## src/rtl/jbi_timer_array_pkg.sv

```systemverilog
// Shared definitions for the JBI timeout timer bank: default widths and
// the per-channel state encoding.
package jbi_timer_array_pkg;

  localparam int NUM_CH_DEF = 32;
  localparam int ID_W_DEF   = 5;
  localparam int CNT_W_DEF  = 4;

  // Channel state encoding; 2'b11 is never legal.
  localparam logic [1:0] ST_IDLE    = 2'b00;
  localparam logic [1:0] ST_ARMED   = 2'b01;
  localparam logic [1:0] ST_EXPIRED = 2'b10;
  localparam logic [1:0] ST_ILLEGAL = 2'b11;

endpackage

```

## src/rtl/jbi_timer_array_if.sv

```systemverilog
// Start/stop request and timeout-report handshake bundle for the timer bank.
interface jbi_timer_array_if #(
  parameter int ID_W = 5
);
  logic            start_vld;
  logic [ID_W-1:0] start_id;
  logic            stop_vld;
  logic [ID_W-1:0] stop_id;
  logic            to_vld;
  logic [ID_W-1:0] to_id;
  logic            to_ack;

  // Requester side: issues start/stop, consumes timeout reports.
  modport master (
    output start_vld, start_id, stop_vld, stop_id, to_ack,
    input  to_vld, to_id
  );

  // Timer bank side.
  modport slave (
    input  start_vld, start_id, stop_vld, stop_id, to_ack,
    output to_vld, to_id
  );
endinterface

```

## src/rtl/jbi_timer_chan.sv

```systemverilog
// One timeout channel: IDLE/ARMED/EXPIRED state, saturating tick counter and
// a pending flag that stays set until the expiry is acknowledged or stopped.
module jbi_timer_chan
  import jbi_timer_array_pkg::*;
#(
  parameter int CNT_W = CNT_W_DEF
) (
  input  logic             clk,
  input  logic             rst,
  input  logic             i_tick,
  input  logic [CNT_W-1:0] i_thr,
  input  logic             i_start,
  input  logic             i_stop,
  input  logic             i_ack,
  output logic             o_busy,
  output logic             o_err,
  output logic             o_pend
);

  logic [1:0]       r_state;
  logic [CNT_W-1:0] r_cnt;
  logic             r_pend;

  logic [CNT_W:0]   w_inc;
  logic [CNT_W-1:0] w_cnt_sat;
  logic             w_hit;

  // One extra bit on the increment: a saturated counter yields 2^CNT_W,
  // which can never equal a CNT_W-bit threshold, so it cannot expire.
  assign w_inc     = {1'b0, r_cnt} + {{CNT_W{1'b0}}, 1'b1};
  assign w_cnt_sat = w_inc[CNT_W] ? r_cnt : w_inc[CNT_W-1:0];
  assign w_hit     = (i_thr != '0) && (w_inc == {1'b0, i_thr});

  // Channel state machine; stop dominates tick, start only acts from IDLE.
  always_ff @(posedge clk) begin
    if (rst) begin
      r_state <= ST_IDLE;
      r_cnt   <= '0;
      r_pend  <= 1'b0;
    end else begin
      case (r_state)
        ST_IDLE: begin
          if (i_start) begin
            r_state <= ST_ARMED;
            r_cnt   <= '0;
          end
        end
        ST_ARMED: begin
          if (i_stop) begin
            r_state <= ST_IDLE;
            r_cnt   <= '0;
          end else if (i_tick) begin
            r_cnt <= w_cnt_sat;
            if (w_hit) begin
              r_state <= ST_EXPIRED;
              r_pend  <= 1'b1;
            end
          end
        end
        ST_EXPIRED: begin
          if (i_stop) begin
            r_state <= ST_IDLE;
            r_cnt   <= '0;
            r_pend  <= 1'b0;
          end else if (i_ack) begin
            r_pend <= 1'b0;
          end
        end
        default: begin
          r_state <= ST_IDLE;
          r_cnt   <= '0;
          r_pend  <= 1'b0;
        end
      endcase
    end
  end

  // Simulation monitor: the unused encoding must never be reached.
  always @(posedge clk) begin
    if (!rst) assert (r_state != ST_ILLEGAL) else $error("jbi_timer_chan: illegal state");
  end

  assign o_busy = r_state != ST_IDLE;
  assign o_err  = r_state == ST_EXPIRED;
  assign o_pend = r_pend;

endmodule

```

## src/rtl/jbi_timer_array.sv

```systemverilog
// Bank of NUM_CH transaction-timeout timers indexed by JID. Holds request
// decode, protocol-violation detection, the lowest-index pending selector and
// the one-at-a-time timeout report register.
module jbi_timer_array
  import jbi_timer_array_pkg::*;
#(
  parameter int NUM_CH = NUM_CH_DEF,
  parameter int ID_W   = ID_W_DEF,
  parameter int CNT_W  = CNT_W_DEF
) (
  input  logic                 clk,
  input  logic                 rst,
  input  logic                 i_tick,
  input  logic [CNT_W-1:0]     i_timeout_ticks,
  jbi_timer_array_if.slave     if_bus,
  output logic [NUM_CH-1:0]    o_busy,
  output logic [NUM_CH-1:0]    o_error,
  output logic                 o_proto_err
);

  logic [NUM_CH-1:0] w_start_oh;
  logic [NUM_CH-1:0] w_stop_oh;
  logic [NUM_CH-1:0] w_ack_oh;
  logic [NUM_CH-1:0] w_busy;
  logic [NUM_CH-1:0] w_err;
  logic [NUM_CH-1:0] w_pend;
  logic [NUM_CH-1:0] w_cand;
  logic              w_sel_vld;
  logic [ID_W-1:0]   w_sel_id;
  logic              w_ack;

  logic              r_to_vld;
  logic [ID_W-1:0]   r_to_id;
  logic              r_proto;

  assign w_start_oh = if_bus.start_vld ? (NUM_CH'(1) << if_bus.start_id) : '0;
  assign w_stop_oh  = if_bus.stop_vld  ? (NUM_CH'(1) << if_bus.stop_id)  : '0;
  assign w_ack      = r_to_vld && if_bus.to_ack;
  assign w_ack_oh   = w_ack ? (NUM_CH'(1) << r_to_id) : '0;

  for (genvar g = 0; g < NUM_CH; g++) begin : g_ch
    jbi_timer_chan #(.CNT_W(CNT_W)) u_chan (
      .clk     (clk),
      .rst     (rst),
      .i_tick  (i_tick),
      .i_thr   (i_timeout_ticks),
      .i_start (w_start_oh[g]),
      .i_stop  (w_stop_oh[g]),
      .i_ack   (w_ack_oh[g]),
      .o_busy  (w_busy[g]),
      .o_err   (w_err[g]),
      .o_pend  (w_pend[g])
    );
  end

  // Lowest-index pending channel; a channel being stopped this cycle is
  // skipped so a report is never raised for a channel that is going IDLE.
  always_comb begin
    w_cand    = w_pend & ~w_stop_oh;
    w_sel_vld = |w_cand;
    w_sel_id  = '0;
    for (int i = NUM_CH - 1; i >= 0; i--) begin
      if (w_cand[i]) w_sel_id = ID_W'(i);
    end
  end

  // Violation pulse: start on a busy channel or stop on an idle one. On a
  // same-id collision the channel logic lets exactly one of them act, and
  // the other lands here.
  always_ff @(posedge clk) begin
    if (rst) r_proto <= 1'b0;
    else     r_proto <= (if_bus.start_vld && w_busy[if_bus.start_id]) ||
                        (if_bus.stop_vld  && !w_busy[if_bus.stop_id]);
  end

  // Report register: load from the selector when idle, freeze while holding,
  // leave on ack or on a stop of the reported channel.
  always_ff @(posedge clk) begin
    if (rst) begin
      r_to_vld <= 1'b0;
      r_to_id  <= '0;
    end else if (!r_to_vld) begin
      if (w_sel_vld) begin
        r_to_vld <= 1'b1;
        r_to_id  <= w_sel_id;
      end
    end else if (if_bus.to_ack) begin
      r_to_vld <= 1'b0;
    end else if (if_bus.stop_vld && (if_bus.stop_id == r_to_id)) begin
      r_to_vld <= 1'b0;
    end
  end

  assign if_bus.to_vld = r_to_vld;
  assign if_bus.to_id  = r_to_id;
  assign o_busy        = w_busy;
  assign o_error       = w_err;
  assign o_proto_err   = r_proto;

endmodule

```

## src/flat_wrapper.sv

```systemverilog
// flat-port wrapper written by rule: the top's interface ports become plain ports
module jbi_timer_array_flat import jbi_timer_array_pkg::*;
#(
  parameter int NUM_CH = NUM_CH_DEF,
  parameter int ID_W   = ID_W_DEF,
  parameter int CNT_W  = CNT_W_DEF
)
  (clk, rst, i_tick, i_timeout_ticks, o_busy, o_error, o_proto_err, if_bus_start_vld, if_bus_start_id, if_bus_stop_vld, if_bus_stop_id, if_bus_to_ack, if_bus_to_vld, if_bus_to_id);
  jbi_timer_array_if #(.ID_W(ID_W)) if_bus_i ();
  input  logic clk;
  input  logic rst;
  input  logic i_tick;
  input  logic [CNT_W-1:0] i_timeout_ticks;
  output logic [NUM_CH-1:0] o_busy;
  output logic [NUM_CH-1:0] o_error;
  output logic o_proto_err;
  input wire logic [$bits(if_bus_i.start_vld)-1:0] if_bus_start_vld;
  input wire logic [$bits(if_bus_i.start_id)-1:0] if_bus_start_id;
  input wire logic [$bits(if_bus_i.stop_vld)-1:0] if_bus_stop_vld;
  input wire logic [$bits(if_bus_i.stop_id)-1:0] if_bus_stop_id;
  input wire logic [$bits(if_bus_i.to_ack)-1:0] if_bus_to_ack;
  output wire logic [$bits(if_bus_i.to_vld)-1:0] if_bus_to_vld;
  output wire logic [$bits(if_bus_i.to_id)-1:0] if_bus_to_id;
  assign if_bus_i.start_vld = if_bus_start_vld;
  assign if_bus_i.start_id = if_bus_start_id;
  assign if_bus_i.stop_vld = if_bus_stop_vld;
  assign if_bus_i.stop_id = if_bus_stop_id;
  assign if_bus_i.to_ack = if_bus_to_ack;
  assign if_bus_to_vld = if_bus_i.to_vld;
  assign if_bus_to_id = if_bus_i.to_id;
  jbi_timer_array #(.NUM_CH(NUM_CH), .ID_W(ID_W), .CNT_W(CNT_W)) u_core (.clk(clk), .rst(rst), .i_tick(i_tick), .i_timeout_ticks(i_timeout_ticks), .if_bus(if_bus_i), .o_busy(o_busy), .o_error(o_error), .o_proto_err(o_proto_err));
endmodule
```

## config.mk

```make
export PLATFORM = sky130hd
export DESIGN_NAME = jbi_timer_array_flat
export DESIGN_NICKNAME = d
export VERILOG_FILES = /design/src/rtl/jbi_timer_array_pkg.sv /design/src/rtl/jbi_timer_array_if.sv /design/src/rtl/jbi_timer_chan.sv /design/src/rtl/jbi_timer_array.sv /design/src/flat_wrapper.sv
export SDC_FILE = /design/constraint.sdc
export NUM_CORES = 1
export LEC_CHECK = 0
export BUFFER_PORTS_ARGS = -buffer_cell sky130_fd_sc_hd__buf_4
export CORE_ASPECT_RATIO = 0.7
export CORE_MARGIN = 3
export CORE_UTILIZATION = 36
export DETAILED_ROUTE_END_ITERATION = 10
export HOLD_SLACK_MARGIN = 0.1
export PLACE_DENSITY = 0.58
export SETUP_SLACK_MARGIN = 0.5
export SKIP_LAST_GASP = 1
export SYNTH_ARGS = -nofsm -noshare
export SYNTH_HDL_FRONTEND = slang
export SYNTH_SLANG_ARGS = --single-unit
```

## constraint.sdc

```tcl
create_clock -name clk -period 3.9 [get_ports clk]
set_input_delay 0.39 -clock clk [delete_from_list [all_inputs] [get_ports clk]]
set_output_delay 0.39 -clock clk [all_outputs]
set_load 0.05 [all_outputs]
```

; Word level (Yosys, flattened, before mapping)
; Cells that the tools add are included.
[word_totals]
latchBits = 0
elab_cells = 1376
mem_bits_ro = 0
reg_bits = 231
memories = 0
inputBits = 20
mem_bits_rw = 0
out_inout_bits = 71
[classes]
n_reduce_logical = 201
n_div = 0
add_sub_neg = 32
multipliers = 0
bitwise_logic = 35
shift = 3
muxes = 619
n_eq_ne = 385
n_lt_le_gt_ge = 2
[ops]
columns = operator, count
row1 = two-way mux 4 bit, 160
row2 = case mux 4 bit (3 select lines), 32
row3 = two-way mux 2 bit, 160
row4 = inequality test 3 x 2 -> 1 bit (second input constant), 96
row5 = AND reduction 4 bit, 64
row6 = inequality test 2 bit (second input constant), 96
row7 = case mux 2 bit (3 select lines), 32
row8 = two-way mux 1 bit, 166
row9 = adder 4 x 1 -> 5 bit (second input constant), 32
row10 = == test 5 x 4 -> 1 bit, 32
row11 = two-way mux 5 bit, 32
row12 = AND reduction 5 bit, 32
row13 = inequality test 2 x 1 -> 1 bit (second input constant), 64
row14 = two-way mux 32 bit, 3
row15 = inequality test 3 x 1 -> 1 bit (second input constant), 32
row16 = case mux 1 bit (3 select lines), 32
row17 = << shifter 1 x 5 -> 32 bit (first input constant), 3
row18 = == test 2 x 1 -> 1 bit (second input constant), 32
row19 = == test 2 bit (second input constant), 32
row20 = zero test 2 bit, 32
row21 = nonzero test 2 bit, 32
row22 = logical AND 1 bit, 36
row23 = inverter 1 bit, 33
row24 = AND 32 bit, 1
row25 = 9 further kinds, 11

; Logic depth before layout (Yosys ltp)
[logic_depth]
ltp_word = 36
mapped_depth = 10

; Hierarchy
; From an unflattened synthesis, not the netlist that was laid out.
[unflattened]
hier_cells = 2373
area_unflattened_um2 = 19861.5
[modules_own_cells]
columns = mod, cells_each, instances, area_per_inst_um2
row1 = jbi_timer_chan (u_core.g_ch[0].u_chan ...), 63, 31, 543.0
row2 = jbi_timer_array, 360, 1, 2502.4
row3 = jbi_timer_chan (u_core.g_ch[9].u_chan), 60, 1, 525.5

; Least setup slack after synthesis
; OpenSTA, ideal clock, no wires.
[synth_path]
path_kind = input-to-reg
start = input if_bus_stop_id[0]
end = register u_core.r_proto (netlist: u_core.o_proto_err)
setup_ps = 128
slack_ps = 1621
stages = 8
t_arrival_ps = 2151
path_buffers = 3
path_cell_list = buf_6 buf_8 buf_6 mux4_2 mux4_2 mux2_2 a32oi_1 nor2_1
[synth_via]
elab_chain_cells = 5
[synth_lines]
columns = element, line_no
row1 = from (decl), flat_wrapper.sv:20  ; input wire logic [$bits(if_bus_i.stop_id)-1:0] if_bus_stop_id;
row2 = binary-select mux 1 bit (select 5 bit), jbi_timer_array.sv:73  ; (if_bus.stop_vld && !w_busy[if_bus.stop_id]);
row3 = two-way mux 1 bit (not written as such), jbi_timer_array.sv:73
row4 = zero test 1 bit, jbi_timer_array.sv:73
row5 = logical AND 1 bit, jbi_timer_array.sv:73
row6 = logical OR 1 bit, jbi_timer_array.sv:72  ; else r_proto <= (if_bus.start_vld && w_busy[if_bus.start_id]) ||
row7 = to (signal assigned), jbi_timer_array.sv:72
row8 = to (decl), jbi_timer_array.sv:34  ; logic r_proto;
; Every way passes these cells. The select of a mux whose other input is x is not followed.
; A chain may end at the register's enable or synchronous reset.

; Worst setup path after layout
[layout_path]
start = register u_core.r_to_vld (netlist: u_core.if_bus.to_vld)
end = register u_core.g_ch[19].u_chan.r_pend
[layout_via]
elab_chain_cells = 4
[layout_lines]
columns = element, line_no
row1 = from (decl), jbi_timer_array.sv:32  ; logic r_to_vld;
row2 = from (signal assigned), jbi_timer_array.sv:80  ; r_to_vld <= 1'b0;
row3 = from (signal assigned), jbi_timer_array.sv:84  ; r_to_vld <= 1'b1;
row4 = from (signal assigned), jbi_timer_array.sv:88  ; r_to_vld <= 1'b0;
row5 = logical AND 1 bit, jbi_timer_array.sv:38  ; assign w_ack = r_to_vld && if_bus.to_ack;
row6 = two-way mux 32 bit, jbi_timer_array.sv:39  ; assign w_ack_oh = w_ack ? (NUM_CH'(1) << r_to_id) : '0;
row7 = inequality test 3 x 1 -> 1 bit (no source line), --
row8 = AND reduction 5 bit (no source line), --
row9 = to (signal assigned), jbi_timer_chan.sv:64  ; r_pend <= 1'b0;
row10 = to (signal assigned), jbi_timer_chan.sv:66  ; r_pend <= 1'b0;
row11 = to (signal assigned), jbi_timer_chan.sv:72  ; r_pend <= 1'b0;
row12 = to (decl), jbi_timer_chan.sv:22  ; logic r_pend;
; Every way passes these cells.

==> results.tsv <==
stage	metric	value	unit
drt	Post-route DRC	0	
setup_path	startpoint types	register	
power_and_ir_drop	Pwr Density	362	mW/mm^2
yosys	synthesis-stage register bit count	231	
power_and_ir_drop	Clock power frac	39.6	%
flow_run	max cap viols	0	
yosys	Synth cell types	95	
global_route	number of antenna violations at the first check in global routing	4	
placement	RD Place Congestion	0.957	
power_and_ir_drop	Sw Share	32.8	%
yosys	EDFF count, synth	0	
power_and_ir_drop	VDD IR max	0.000295	V
cts	post-CTS sizing	0	
floorplanning	Die Span X	265	um
power_and_ir_drop	Comb power frac	21.8	%
setup_path	endpoint class of the critical path	register	
yosys	Mapped Cells	2214	
setup_path	CP cell instances	nand4_1 -> or2_2 -> o21ai_0 -> a21oi_1 -> nor2_1 -> a21oi_1 -> a211oi_1	
yosys	Mapped Area	0.0169	sq mm
setup_path	CP max stage cell	dfxtp_1	
timing	fin worst setup slack	1.32	ns
setup_path	Crit path top cell by count	a21oi_1	
finish	final net count	2243	
finish	Post-Layout Inst Area	0.0185	sq mm
power_and_ir_drop	Pint	4.50	mW
yosys	Simple-Gate Fraction of Synth Area	26.7	%
setup_path	WP data arrival	3.05	ns
timing	Slew headroom	33.1	%
drt	Total Wirelength	61500	um
yosys	Post-Syn Nets	2266	
setup_path	Worst Path Required	4.37	ns
timing	RSZ-0062 raised after global routing	no	
drt	WL met3	6680	um
yosys	Area contributors post-synth	dfxtp_1, a21oi_1, nor2_1	
yosys	largest family of logic cells by synthesized area	simple AND/OR/NAND/NOR gates	
power_and_ir_drop	Sw Pwr	2.20	mW
drt	top sig layer	met5	
placement	Post-Place Cell Area	0.0176	sq mm
floorplanning	core area	0.0457	sq mm
global_route	global-route wire length before repair	92900	um
timing	Sum Neg Setup Slack	0	ns
drt	vias per cell	6.06	
yosys	Post-synth ARST share	0	%
yosys	Synth Area in Compound Gates	24.3	%
finish	share of layout cells above drive strength 1	10.0	%
floorplanning	I/O Pins	91	
setup_path	Crit path largest cell delay	0.62	ns
timing	# setup viols final	0	
timing	clock skew	0.00966	ns
timing	fmax	0.387	GHz
yosys	Seq/Total Area, Yosys	27.3	%
outcome	status	complete, no violations	
yosys	cell with the most instances after synthesis	nor2_1	
timing	hold slack	0.250	ns
global_route	vias in the first global route	15500	
cts	clk_lat worst skew	0.56	ns
floorplanning	DIE AREA	0.0497	sq mm
yosys	Commonest cells post-synth	nor2_1, dfxtp_1, a21oi_1, o21ai_0, nand2_1	
timing	Hold Fails Final Rpt	0	
drt	met2 wire length	24600	um
min_path	Hold Path Class	input port to register	
finish	Area Overhead vs Synth	9.45	%
drt	DRT Pass-1 Iters	6	
cts	post-CTS setup buffer count	0	
yosys	adder and majority gate portion of the synthesized area	2.37	%
placement	HPWL Detailed	45000	um
timing	fin. max-slew vios	0	
timing	worst slew pin tran	1.00	ns
timing	Final Critical Period	2.58	ns
cts	CTS max path bufs	3	
power_and_ir_drop	Static Leak	7.03	nW
placement	Setup WS pre-CTS	0.919	ns
drt	Vias	17000	
floorplanning	die height	187	um
cts	H-tree levels	1	
cts	CTS tree	built	
global_route	gr usage total	23.8	%
yosys	yosys synthesis warning count	0	
setup_path	Buf/Inv on CP	0	
cts	Num CTS Buffers	26	
placement	IO buf count	90	
timing	crit share post-route	66.2	%
setup_path	Worst path top cell family by delay	simple AND/OR/NAND/NOR gates	
cts	Clock Pin Slew Worst Setup and Hold Paths	0.06	ns
drt	WL/cell	21.9	um
yosys	Main synth FF type	dfxtp_1	
floorplanning	starting density of the core	37.0	%
cts	CTS Root Cell	clkbuf_16	
yosys	mux cell area share after synthesis	3.44	%
setup_path	Max FO, Critical Path	10	
yosys	post-synthesis area per instance	7.64	sq um
setup_path	path type of the worst setup path	register to register	
yosys	leading area contributor after synthesis	dfxtp_1	
drt	met1 wire length	28600	um
global_route	largest net degree at the start of global routing	161	
drt	Routed Antenna Nets	0	
power_and_ir_drop	Final Power	6.70	mW
cts	clk sinks	231	
power_and_ir_drop	Flop pwr share	38.6	%
drt	DR iter-0 viols	1992	
yosys	XOR/XNOR Fraction of Synth Area	8.91	%
yosys	Yosys top cell area share	27.3	%
global_route	total gr overflow	0	
cts	# hold bufs at CTS	0	
floorplanning	Row Count	65	
[per-layer routing]
layer,global-route usage [%],up-vias
met5,0,-
met1,34.7,8180
li1,-,7938
met4,6.40,4
met2,33.7,796
met3,6.93,125
[cell type report]
type,count,area [sq um]
Inverter,56,210
Multi-Input combinational cell,1760,11100
Antenna cell,2,5.00
Timing Repair Buffer,116,883
Sequential cell,231,4620
Fill cell,4702,27200
Clock inverter,5,80.1
Clock buffer,41,828
Tap cell,603,754
[flip-flops by register name, summed over array words and instances, names as in the netlist]
| name | flops |
|---|---|
| u_core.g_ch.u_chan.o_pend | 32 |
| u_core.g_ch.u_chan.r_cnt | 128 |
| u_core.g_ch.u_chan.r_state | 64 |
| u_core.if_bus.to_id | 5 |
| u_core.if_bus.to_vld | 1 |
| u_core.o_proto_err | 1 |
[cells by family after synthesis]
kind of cell	Yosys count
AO/OA/AOI/OAI	645
XOR/XNOR	172
adder cells (fa/ha/maj)	32
buffers and inverters	223
flip-flops	231
multiplexers	39
AND/OR/NAND/NOR	872
[power groups by stage]
stage               combinational (mW)  clock [mW]  sequential [mW]
detailed placement                1.43           0             2.63
floorplan                         1.05           0             2.60
CTS                               1.44        2.70             2.58
global route                      1.57        2.79             2.59
finish                            1.46        2.65             2.58
global placement                  1.42           0             2.63
[tightest hold or removal path, cell delays in order]
cell and delay (ns):
buf_4 0.13, a311oi_1 0.07, o21a_1 0.17
[metrics by stage]
stage	utilization [%]	cells
final	40.5	2814
after global routing	40.5	2813
after CTS	40.5	2812
after detailed placement	38.5	2766
after global placement	38.5	2766
after floorplan	-	2214
[cell usage in the layout (no fill, tap or decap), types with 76 or more instances in the layout]
cell / instances
buf_4: 115
o21ai_0: 148
nor2_1: 248
nand3_1: 76
nor2b_1: 91
nand2_1: 143
nor3_1: 80
a21oi_1: 189
xnor2_1: 99
dfxtp_1: 231
[final timing paths]
| kind | startpoint | endpoint | slack (ns) | cells after the start |
|---|---|---|---|---|
| setup / recovery | u_core.if_bus.to_vld | u_core.g_ch[19].u_chan.o_pend | 1.32 | 7 |
| hold reg to reg | u_core.g_ch[21].u_chan.r_cnt[1] | u_core.g_ch[21].u_chan.r_cnt[1] | 0.48 | 2 |
| setup reg to reg | u_core.if_bus.to_vld | u_core.g_ch[19].u_chan.o_pend | 1.32 | 7 |
| hold / removal | if_bus_to_ack | u_core.if_bus.to_vld | 0.25 | 3 |
Power figures use the tool's default switching activity.
